==> src/rtl/hex_display_scanner.sv <==
// Time-multiplexed 8-digit hex display driver with anti-ghost blanking,
// leading-zero suppression and a per-scan snapshot of the displayed word.
module hex_display_scanner #(
    parameter int unsigned SLOT_CYCLES  = 50000,
    parameter int unsigned BLANK_CYCLES = 500
) (
    input  logic        clk,
    input  logic        rst,
    input  logic [31:0] data,
    input  logic        enable,
    input  logic        blankZeros,
    input  logic [7:0]  dpMask,
    output logic [7:0]  anodes,
    output logic [6:0]  segments,
    output logic        dp,
    output logic        scanDone
);

    localparam int unsigned CntW = (SLOT_CYCLES > 1) ? $clog2(SLOT_CYCLES) : 1;
    localparam logic [CntW-1:0] SlotLast = CntW'(SLOT_CYCLES - 1);
    localparam logic [CntW-1:0] BlankEnd = CntW'(BLANK_CYCLES);

    logic [CntW-1:0] slot_cnt_q, slot_cnt_d;
    logic [2:0]      digit_idx_q, digit_idx_d;
    logic [31:0]     snap_q, snap_d;
    logic [7:0]      anodes_q, anodes_d;
    logic [6:0]      segments_q, segments_d;
    logic            dp_q, dp_d;
    logic            scan_done_q, scan_done_d;

    logic [2:0] lead;
    logic [3:0] nibble;
    logic       slot_end;
    logic       lit;

    function automatic logic [6:0] hex_glyph(input logic [3:0] nib);
        logic [6:0] g;
        unique case (nib)
            4'h0: g = 7'b1000000;
            4'h1: g = 7'b1111001;
            4'h2: g = 7'b0100100;
            4'h3: g = 7'b0110000;
            4'h4: g = 7'b0011001;
            4'h5: g = 7'b0010010;
            4'h6: g = 7'b0000010;
            4'h7: g = 7'b1111000;
            4'h8: g = 7'b0000000;
            4'h9: g = 7'b0010000;
            4'hA: g = 7'b0001000;
            4'hB: g = 7'b0000011;
            4'hC: g = 7'b1000110;
            4'hD: g = 7'b0100001;
            4'hE: g = 7'b0000110;
            4'hF: g = 7'b0001110;
        endcase
        return g;
    endfunction

    assign slot_end = enable && (slot_cnt_q == SlotLast);

    always_comb begin
        slot_cnt_d  = slot_cnt_q;
        digit_idx_d = digit_idx_q;
        snap_d      = snap_q;
        scan_done_d = 1'b0;
        if (enable) begin
            slot_cnt_d = slot_end ? '0 : slot_cnt_q + 1'b1;
            if (slot_end) begin
                digit_idx_d = digit_idx_q + 3'd1;
                // Snapshot only at the 7->0 wrap so a scan never tears.
                if (digit_idx_q == 3'd7) begin
                    snap_d      = data;
                    scan_done_d = 1'b1;
                end
            end
        end
    end

    always_comb begin
        lead = 3'd0;
        for (int k = 1; k < 8; k++) begin
            if (snap_q[4*k +: 4] != 4'h0) lead = 3'(k);
        end
    end

    assign nibble = snap_q[{digit_idx_q, 2'b00} +: 4];

    always_comb begin
        lit = enable && (slot_cnt_q >= BlankEnd) && !(blankZeros && (digit_idx_q > lead));
        anodes_d   = 8'hFF;
        segments_d = 7'h7F;
        dp_d       = 1'b1;
        if (lit) begin
            anodes_d              = 8'hFF;
            anodes_d[digit_idx_q] = 1'b0;
            segments_d            = hex_glyph(nibble);
            dp_d                  = ~dpMask[digit_idx_q];
        end
    end

    always_ff @(posedge clk or posedge rst) begin
        if (rst) begin
            slot_cnt_q  <= '0;
            digit_idx_q <= 3'd0;
            snap_q      <= 32'h0;
            anodes_q    <= 8'hFF;
            segments_q  <= 7'h7F;
            dp_q        <= 1'b1;
            scan_done_q <= 1'b0;
        end else begin
            slot_cnt_q  <= slot_cnt_d;
            digit_idx_q <= digit_idx_d;
            snap_q      <= snap_d;
            anodes_q    <= anodes_d;
            segments_q  <= segments_d;
            dp_q        <= dp_d;
            scan_done_q <= scan_done_d;
        end
    end

    assign anodes   = anodes_q;
    assign segments = segments_q;
    assign dp       = dp_q;
    assign scanDone = scan_done_q;

endmodule

==> config.mk <==
export PLATFORM = sky130hd
export DESIGN_NAME = hex_display_scanner
export DESIGN_NICKNAME = d
export VERILOG_FILES = /design/src/rtl/hex_display_scanner.sv
export SDC_FILE = /design/constraint.sdc
export NUM_CORES = 1
export LEC_CHECK = 0
export CELL_PAD_IN_SITES_DETAIL_PLACEMENT = 1
export CELL_PAD_IN_SITES_GLOBAL_PLACEMENT = 1
export CORE_UTILIZATION = 40
export DETAILED_ROUTE_END_ITERATION = 10
export PLACE_DENSITY_LB_ADDON = 0.15
export SYNTH_ARGS = -nofsm -noshare
export SYNTH_HDL_FRONTEND = slang
export SYNTH_SLANG_ARGS = --single-unit
==> constraint.sdc <==
create_clock -name clk -period 2.8 [get_ports clk]
set_input_delay 0.42 -clock clk [delete_from_list [all_inputs] [get_ports clk]]
set_output_delay 0.42 -clock clk [all_outputs]
set_load 0.05 [all_outputs]
==> summary.txt, run 1 <==
Yosys
  – Top area cells in the synthesized netlist: sky130_fd_sc_hd__dfrtp_1 37%, sky130_fd_sc_hd__mux2_4 12%, sky130_fd_sc_hd__dfstp_2 12%, sky130_fd_sc_hd__ha_1 4.6%, sky130_fd_sc_hd__mux4_2 3.8%
  – Gate Count Post-Synth: between 200 and 300
  – Sequential fraction of the synthesis area: 0.485
  – Post-Synthesis Net Count: between 300 and 400
  – Asr flop ratio synth: 1.00
  – Most common flop cell mapped by yosys: sky130_fd_sc_hd__dfrtp_1
  – Avg Inst Size Synth: about 12 µm²
  – Share of the synthesized area in the top cell type: 0.367
  – Library cell with the highest instance count after synthesis: sky130_fd_sc_hd__dfrtp_1
  – Number of warnings printed during yosys synthesis: 0
  – Most frequent cells after synthesis: 52 x sky130_fd_sc_hd__dfrtp_1, 29 x sky130_fd_sc_hd__mux2_4, 17 x sky130_fd_sc_hd__nor2_1, 16 x sky130_fd_sc_hd__dfstp_2, 15 x sky130_fd_sc_hd__nand2_1
  – Number of flops mapped to enable cells by yosys: 0
  – Cell type contributing the most total cell area after synthesis: sky130_fd_sc_hd__dfrtp_1
  – Post-synthesis cell type count: 45
  – #FFs+latches synth: about 70
  – Mapped cell area: around 3500 µm²

CTS
  – Hold-fix buffers, CTS: 0
  – CTS tree: built
  – Number of clock buffers inserted by TritonCTS: 9
  – Source-to-sink clock delay at the later pin of the worst-skew pair: ~0.34 ns
  – Number of buffers added for setup after CTS: 0
  – Clock tree sinks: slightly below 70
  – Max clock buf depth: 2
  – H-tree lvl count: 3
  – Post_cts resized: 0
  – Clock transition at the registers of the reported paths: ~0.080 ns
  – CTS root buffer: sky130_fd_sc_hd__clkbuf_8

Final layout
  – Number of inserted filler cells in the final layout: 921
  – Share of post-route cells with drive strength above 1: 0.251
  – Area of combinational cells with multiple inputs: between 1500 and 2000 µm²
  – Antenna diode count: 0
  – Post-layout nets: between 400 and 500
  – Layout overhead on the synthesized area: 27.0%
  – Footprint of the flip-flops and latches: about 1700 µm²
  – Final core area utilization: 0.522

Timing
  – Fmax: about 400 MHz
  – Final clock period utilization by the worst path: 0.911
  – Final min period: between 2 and 3 ns
  – Accumulated negative setup slack: 0 ns
  – Worst slew margin relative to its limit: 0.534
  – Number of failing hold endpoints at the final stage: 0
  – Count of pins over their slew limit: 0
  – Unrepaired setup endpoints after global routing: no
  – Transition at the pin with the smallest max-transition slack: 0.698 ns
  – Final setup violating endpoints: 0
  – Final Skew: ~0.0084 ns

Placed design
  – Routability-driven placement congestion ratio: between 0.8 and 0.9
  – Half-perimeter wire length after detailed placement: ~6000 µm
  – Quantity of I/O buffers inserted on ports: 60

Global routing
  – Global route overflow: 0
  – Global-route layer with the greatest usage: met2
  – GRT Util Overall: 0.200
  – Pin count of the biggest net entering global routing: 38
  – Number of antenna violations at the first check in global routing: 0
  – Global-route wire length before repair: between 10000 and 15000 µm
  – GRT met1 Usage: 0.263
  – Number of global-route vias before repair: approximately 2700
  – Global-route met2 utilization: 0.320
  – GR Layer Usage met3: 0.0529

Pwr
  – Net load switching power: 0.523 mW
  – Leakage power of the design: 2.06 nW
  – Cell Int Power: 1.65 mW
  – Sequential group share of total power: 0.495
  – Worst IR drop on VDD: between 0.2 and 0.3 mV
  – Clock share of power: 0.419
  – Sw Ratio: 0.241
  – Power density over the cells: roughly 480 nW/µm²
  – Combinational group share of total power: 0.086

Floorplan
  – CORE AREA: 8640 µm²
  – Top-Level Pins: 61
  – Width of the die: around 96 µm
  – Die area: about 9300 µm²
  – Cell Rows: 34
  – Die height: 96.2 µm
  – Starting density of the core: 0.411

Worst hold path
  – Hold crit path type: primary input to asynchronous set/reset pin

Setup path
  – Required time worst endpoint: between 3 and 4 ns
  – Setup Crit Path Kind: register to register
  – Arrival time at the worst endpoint: between 2 and 3 ns
  – Crit end category: register
  – Maximum fanout encountered on the critical timing path: 16
  – Worst Setup Start Kind: register
  – Critical register-to-register path startpoint: snap_q[8]$_DFFE_PP0P_
  – Start point of the critical path: snap_q[8]$_DFFE_PP0P_
  – Slack of the worst reg-to-reg path: 0.25 ns

Flow run
  – Max-capacitance violation count: 0

Drt
  – Via density per instance: 5.41
  – Initial drt markers: ~110
  – Number of remaining DRC errors: 0
  – Aggregate routed wire length: between 8000 and 9000 µm
  – Detailed-router iteration count before antenna repair: 4
  – Routed via count: ~2500
  – Routed wire per std cell: between 15 and 20 µm
  – Post-detailed-route count of antenna-violating nets: 0

Status
  – Outcome: complete, no violations
[worst paths after layout]
kind                                         endpoint  cells after the start
max                             segments[6]$_DFF_PP1_                     12
min                            snap_q[30]$_DFFE_PP0P_                      2
max reg2reg                     segments[6]$_DFF_PP1_                     12
min reg2reg                slot_cnt_q[12]$_DFFE_PP0P_                      1
max in group asynchronous       segments[6]$_DFF_PP1_                      3
min in group clk           slot_cnt_q[12]$_DFFE_PP0P_                      1
[worst max-delay path, cell delays in order, from the launching register on]
cell and delay, ns:
sky130_fd_sc_hd__dfrtp_1 0.40, sky130_fd_sc_hd__nor4_1 0.49, sky130_fd_sc_hd__o41ai_1 0.18, sky130_fd_sc_hd__a21boi_0 0.24, sky130_fd_sc_hd__o21ai_0 0.10, sky130_fd_sc_hd__nand2_1 0.09, sky130_fd_sc_hd__ha_1 0.13, sky130_fd_sc_hd__nor2b_1 0.04
sky130_fd_sc_hd__o21ai_0 0.14, sky130_fd_sc_hd__nand2b_1 0.08, sky130_fd_sc_hd__a31oi_1 0.16, sky130_fd_sc_hd__buf_4 0.24, sky130_fd_sc_hd__o221ai_1 0.16
[layout make-up]
class	count	area share
clock inverters	6	0.0194
clock buffers	10	0.0305
repair buffers	69	0.151
flip-flops and latches	68	0.382
inverters	12	0.00999
well taps	108	0.0300
multi-input cells	194	0.377
[through the flow]
| step | cells | instance area (µm²) | setup slack [ns] | hold WS (ns) | power, mW |
|---|---|---|---|---|---|
| floorplan | 288 | 3550 | 0.454 | 0.467 | 1.18 |
| global placement | 451 | 4280 | 0.338 | 0.493 | 1.27 |
| detailed placement | 451 | 4280 | 0.261 | 0.513 | 1.28 |
| CTS | 467 | 4510 | 0.243 | 0.529 | 2.20 |
| global route | 467 | 4510 | 0.00849 | 0.542 | 2.27 |
| finish | 467 | 4510 | 0.249 | 0.509 | 2.17 |
[sequential cells by signal, indices dropped and copies added (netlist names)]
| name | count |
|---|---|
| segments | 7 |
| dp | 1 |
| anodes | 8 |
| snap_q | 32 |
| scanDone | 1 |
| slot_cnt_q | 16 |
| digit_idx_q | 3 |
[layout by cell type, fill, tap and decap left out, types with 5 or more instances in the layout]
| master | instances |
|---|---|
| sky130_fd_sc_hd__o21ai_0 | 5 |
| sky130_fd_sc_hd__mux2_2 | 8 |
| sky130_fd_sc_hd__buf_4 | 8 |
| sky130_fd_sc_hd__dfrtp_1 | 52 |
| sky130_fd_sc_hd__nand4_1 | 10 |
| sky130_fd_sc_hd__xnor2_1 | 11 |
| sky130_fd_sc_hd__nor2_1 | 17 |
| sky130_fd_sc_hd__clkbuf_8 | 10 |
| sky130_fd_sc_hd__dfstp_2 | 16 |
| sky130_fd_sc_hd__clkdlybuf4s50_1 | 60 |
| sky130_fd_sc_hd__nand3_1 | 14 |
| sky130_fd_sc_hd__nor4_1 | 8 |
| sky130_fd_sc_hd__nand2_1 | 15 |
| sky130_fd_sc_hd__mux4_2 | 6 |
| sky130_fd_sc_hd__mux2_4 | 29 |
| sky130_fd_sc_hd__nor3_1 | 6 |
| sky130_fd_sc_hd__ha_1 | 13 |
| sky130_fd_sc_hd__mux2i_1 | 9 |
| sky130_fd_sc_hd__inv_1 | 9 |
[routing by layer]
layer  share of wire  vias to the layer above
met5               0                        -
met4          0.0098                        0
met3           0.043                        6
met2            0.49                       51
met1            0.46                     1297
li1                -                     1174
[power groups by stage]
stage	clock [mW]	combinational, mW	sequential, mW
floorplan	0	0.0998	1.08
global placement	0	0.184	1.09
detailed placement	0	0.192	1.09
CTS	0.939	0.191	1.07
global route	0.980	0.211	1.08
finish	0.910	0.186	1.07
[kinds of logic after synthesis]
| logic type | share of synthesized area |
|---|---|
| simple gates | 0.137 |
| buf+inv | 0.0356 |
| xor+xnor | 0.0370 |
| fa+ha+maj | 0.0458 |
| compound gates | 0.0476 |
| flops | 0.485 |
| mux | 0.211 |
Note: power is estimated with default switching activity, not from simulation.
==> run 2: changes to the inputs <==
Settings changed: CELL_PAD_IN_SITES_DETAIL_PLACEMENT 1 to 2, CELL_PAD_IN_SITES_GLOBAL_PLACEMENT 1 to 2, CORE_UTILIZATION 40 to 35.
==> run 2 against run 1 <==
Clock-buffer cell count grew 4. Final cell count grew 5.6%. Sequential power is essentially flat. Clock skew grew 0.0049 ns. Total power shrank 4.6%. Largest cell class unchanged. Highest routed layer unchanged.
==> summary.txt, run 2 (synthesis gave the netlist of run 1 again) <==
Status
  – Outcome: complete, no violations (unchanged)

Drt
  – Initial drt markers: 50 (was 114)
  – Number of remaining DRC errors: 0 (unchanged)
  – Aggregate routed wire length: 8900 µm (was 8040 µm)
  – Routed via count: 2494 (was 2528)
  – DR top layer: met4 (unchanged)
  – Detailed-routing wirelength on met1: 4140 µm (was 3690 µm)
  – Routed length on met3: 251 µm (was 347 µm)
  – Routed wire per std cell: 18.1 µm (was 17.2 µm)
  – Via density per instance: 5.06 (was 5.41)
  – Post-detailed-route count of antenna-violating nets: 0 (unchanged)
  – Detailed-router iteration count before antenna repair: 4 (unchanged)
  – Sum of met2 wire segment lengths after detailed routing: 4390 µm (was 3920 µm)

Timing
  – Final min period: 2.56 ns (was 2.55 ns)
  – Worst slew margin relative to its limit: 0.598 (was 0.534)
  – Count of pins over their slew limit: 0 (unchanged)
  – Final setup violating endpoints: 0 (unchanged)
  – Fmax: 391 MHz (was 392 MHz)
  – Transition at the pin with the smallest max-transition slack: 0.602 ns (was 0.698 ns)
  – Unrepaired setup endpoints after global routing: no (unchanged)
  – Least setup slack across all paths after layout: 0.245 ns (was 0.249 ns)
  – Final clock period utilization by the worst path: 0.913 (was 0.911)
  – Final Skew: 0.0133 ns (was 0.00842 ns)
  – Accumulated negative setup slack: 0 ns (unchanged)
  – Number of failing hold endpoints at the final stage: 0 (unchanged)

Global routing
  – Number of global-route vias before repair: 2798 (was 2698)
  – Global-route wire length before repair: 14900 µm (was 13700 µm)
  – Pin count of the biggest net entering global routing: 35 (was 38)
  – GRT Util Overall: 0.192 (was 0.200)
  – Number of antenna violations at the first check in global routing: 0 (unchanged)
  – Global route overflow: 0 (unchanged)

Final layout
  – Layout overhead on the synthesized area: 27.1% (was 27.0%)
  – Largest register by flop count: snap_q (unchanged)
  – Antenna diode count: 0 (unchanged)
  – Leading cell type in the layout, fill and taps excluded: sky130_fd_sc_hd__clkdlybuf4s50_1 (unchanged)
  – Max reg flops: 32 (unchanged)
  – Post-layout nets: 412 (was 411)
  – Share of post-route cells with drive strength above 1: 0.242 (was 0.251)
  – Most used cells in the layout excluding fill and tap cells: 60 x sky130_fd_sc_hd__clkdlybuf4s50_1, 52 x sky130_fd_sc_hd__dfrtp_1, 29 x sky130_fd_sc_hd__mux2_4 (unchanged)

Pwr
  – Final Total Pwr: 2.07 mW (was 2.17 mW)
  – Worst IR drop on VDD: 0.266 mV (was 0.256 mV)
  – Leakage power of the design: 2.04 nW (was 2.06 nW)
  – Power density over the cells: 459 nW/µm² (was 481 nW/µm²)

Placed design
  – Half-perimeter wire length after detailed placement: 6670 µm (was 5890 µm)
  – Place WS: 0.246 ns (was 0.261 ns)
  – Quantity of I/O buffers inserted on ports: 60 (unchanged)
  – Routability-driven placement congestion ratio: 0.747 (was 0.822)

Setup path
  – Arrival time at the worst endpoint: 2.81 ns (was 2.80 ns)
  – Crit end category: register (unchanged)
  – Setup Crit Path Kind: register to register (unchanged)
  – Required time worst endpoint: 3.05 ns (about the same)
  – Maximum fanout encountered on the critical timing path: 16 (unchanged)
  – Worst Setup Start Kind: register (unchanged)

Floorplan
  – Cell Rows: 36 (was 34)
  – CORE AREA: 9820 µm² (was 8640 µm²)
  – Die height: 103 µm (was 96.2 µm)
  – Width of the die: 103 µm (was 96.2 µm)
  – Top-Level Pins: 61 (unchanged)
  – Starting density of the core: 0.361 (was 0.411)
  – Die area: 10500 µm² (was 9250 µm²)

Worst hold path
  – Hold crit path type: primary input to asynchronous set/reset pin (unchanged)

CTS
  – Max clock buf depth: 2 (unchanged)
  – CTS tree: built (unchanged)
  – Number of buffers added for setup after CTS: 0 (unchanged)
  – H-tree lvl count: 3 (unchanged)
  – Post_cts resized: 0 (unchanged)
  – Hold-fix buffers, CTS: 0 (unchanged)
  – CTS root buffer: sky130_fd_sc_hd__clkbuf_8 (unchanged)
  – Source-to-sink clock delay at the later pin of the worst-skew pair: 0.35 ns (was 0.34 ns)
  – Clock tree sinks: 68 (unchanged)
  – Clock transition at the registers of the reported paths: 0.08 ns (about the same)
  – Number of clock buffers inserted by TritonCTS: 9 (unchanged)

Flow run
  – Max-capacitance violation count: 0 (unchanged)
## run 2: cell types whose count changed in the layout (fill, tap and decap cells not counted)
| cell | delta |
|---|---|
| sky130_fd_sc_hd__clkinv_2 | -1 |
| sky130_fd_sc_hd__clkinv_4 | -2 |
| sky130_fd_sc_hd__clkbuf_1 | +4 |
| sky130_fd_sc_hd__bufinv_16 | -1 |
| sky130_fd_sc_hd__buf_4 | +1 |
## run 2: critical path, stage by stage (launching register included)
cell and delay, ns:
sky130_fd_sc_hd__dfrtp_1 0.42, sky130_fd_sc_hd__nor4_1 0.47, sky130_fd_sc_hd__o41ai_1 0.18, sky130_fd_sc_hd__a21boi_0 0.22, sky130_fd_sc_hd__o21ai_0 0.10, sky130_fd_sc_hd__nand2_1 0.10
sky130_fd_sc_hd__ha_1 0.13, sky130_fd_sc_hd__nor2b_1 0.04, sky130_fd_sc_hd__o21ai_0 0.16, sky130_fd_sc_hd__nand2b_1 0.09, sky130_fd_sc_hd__a31oi_1 0.16, sky130_fd_sc_hd__buf_4 0.23
sky130_fd_sc_hd__o221ai_1 0.15
## run 2: final timing paths
| check | from | endpoint | slack (ns) | depth (start not counted) |
|---|---|---|---|---|
| worst max register to register | snap_q[8]$_DFFE_PP0P_ | segments[2]$_DFF_PP1_ | 0.24 | 12 |
| max in group asynchronous | rst | segments[6]$_DFF_PP1_ | 1.67 | 3 |
| worst min register to register | snap_q[1]$_DFFE_PP0P_ | snap_q[1]$_DFFE_PP0P_ | 0.53 | 1 |
| worst min-delay path | rst | snap_q[25]$_DFFE_PP0P_ | 0.45 | 2 |
| worst max-delay path | snap_q[8]$_DFFE_PP0P_ | segments[2]$_DFF_PP1_ | 0.24 | 12 |
| min in group clk | snap_q[1]$_DFFE_PP0P_ | snap_q[1]$_DFFE_PP0P_ | 0.53 | 1 |
## run 2: layer usage
| metal | up-vias | global-route usage |
|---|---|---|
| met1 | 1268 | 0.246 |
| met4 | 0 | 0.0549 |
| met3 | 10 | 0.0529 |
| li1 | 1176 | - |
| met5 | - | 0 |
| met2 | 40 | 0.316 |
## run 2: metrics by stage
stage               hold slack (ns)  cell area (µm²)  instances   util
floorplan                     0.467             3550        288      -
global route                  0.507             4510        493  0.459
detailed placement            0.500             4320        477  0.440
finish                        0.451             4510        493  0.459
CTS                           0.465             4510        493  0.459
global placement              0.487             4320        477  0.440
## run 2: final cells by class
class	count	area (µm²)
tap	133	166
inverter	12	45.0
clock inverter	2	35.0
fill	1037	5310
timing repair buffer	70	688
multi-input combinational	194	1700
clock buffer	14	153
sequential	68	1720
## run 2: report_power, final
part	leakage [nW]	switching [mW]	internal [mW]
sequential	0.877	0.0514	1.02
combinational	1.07	0.0932	0.101
clock	0.0947	0.366	0.436
total	2.04	0.510	1.56
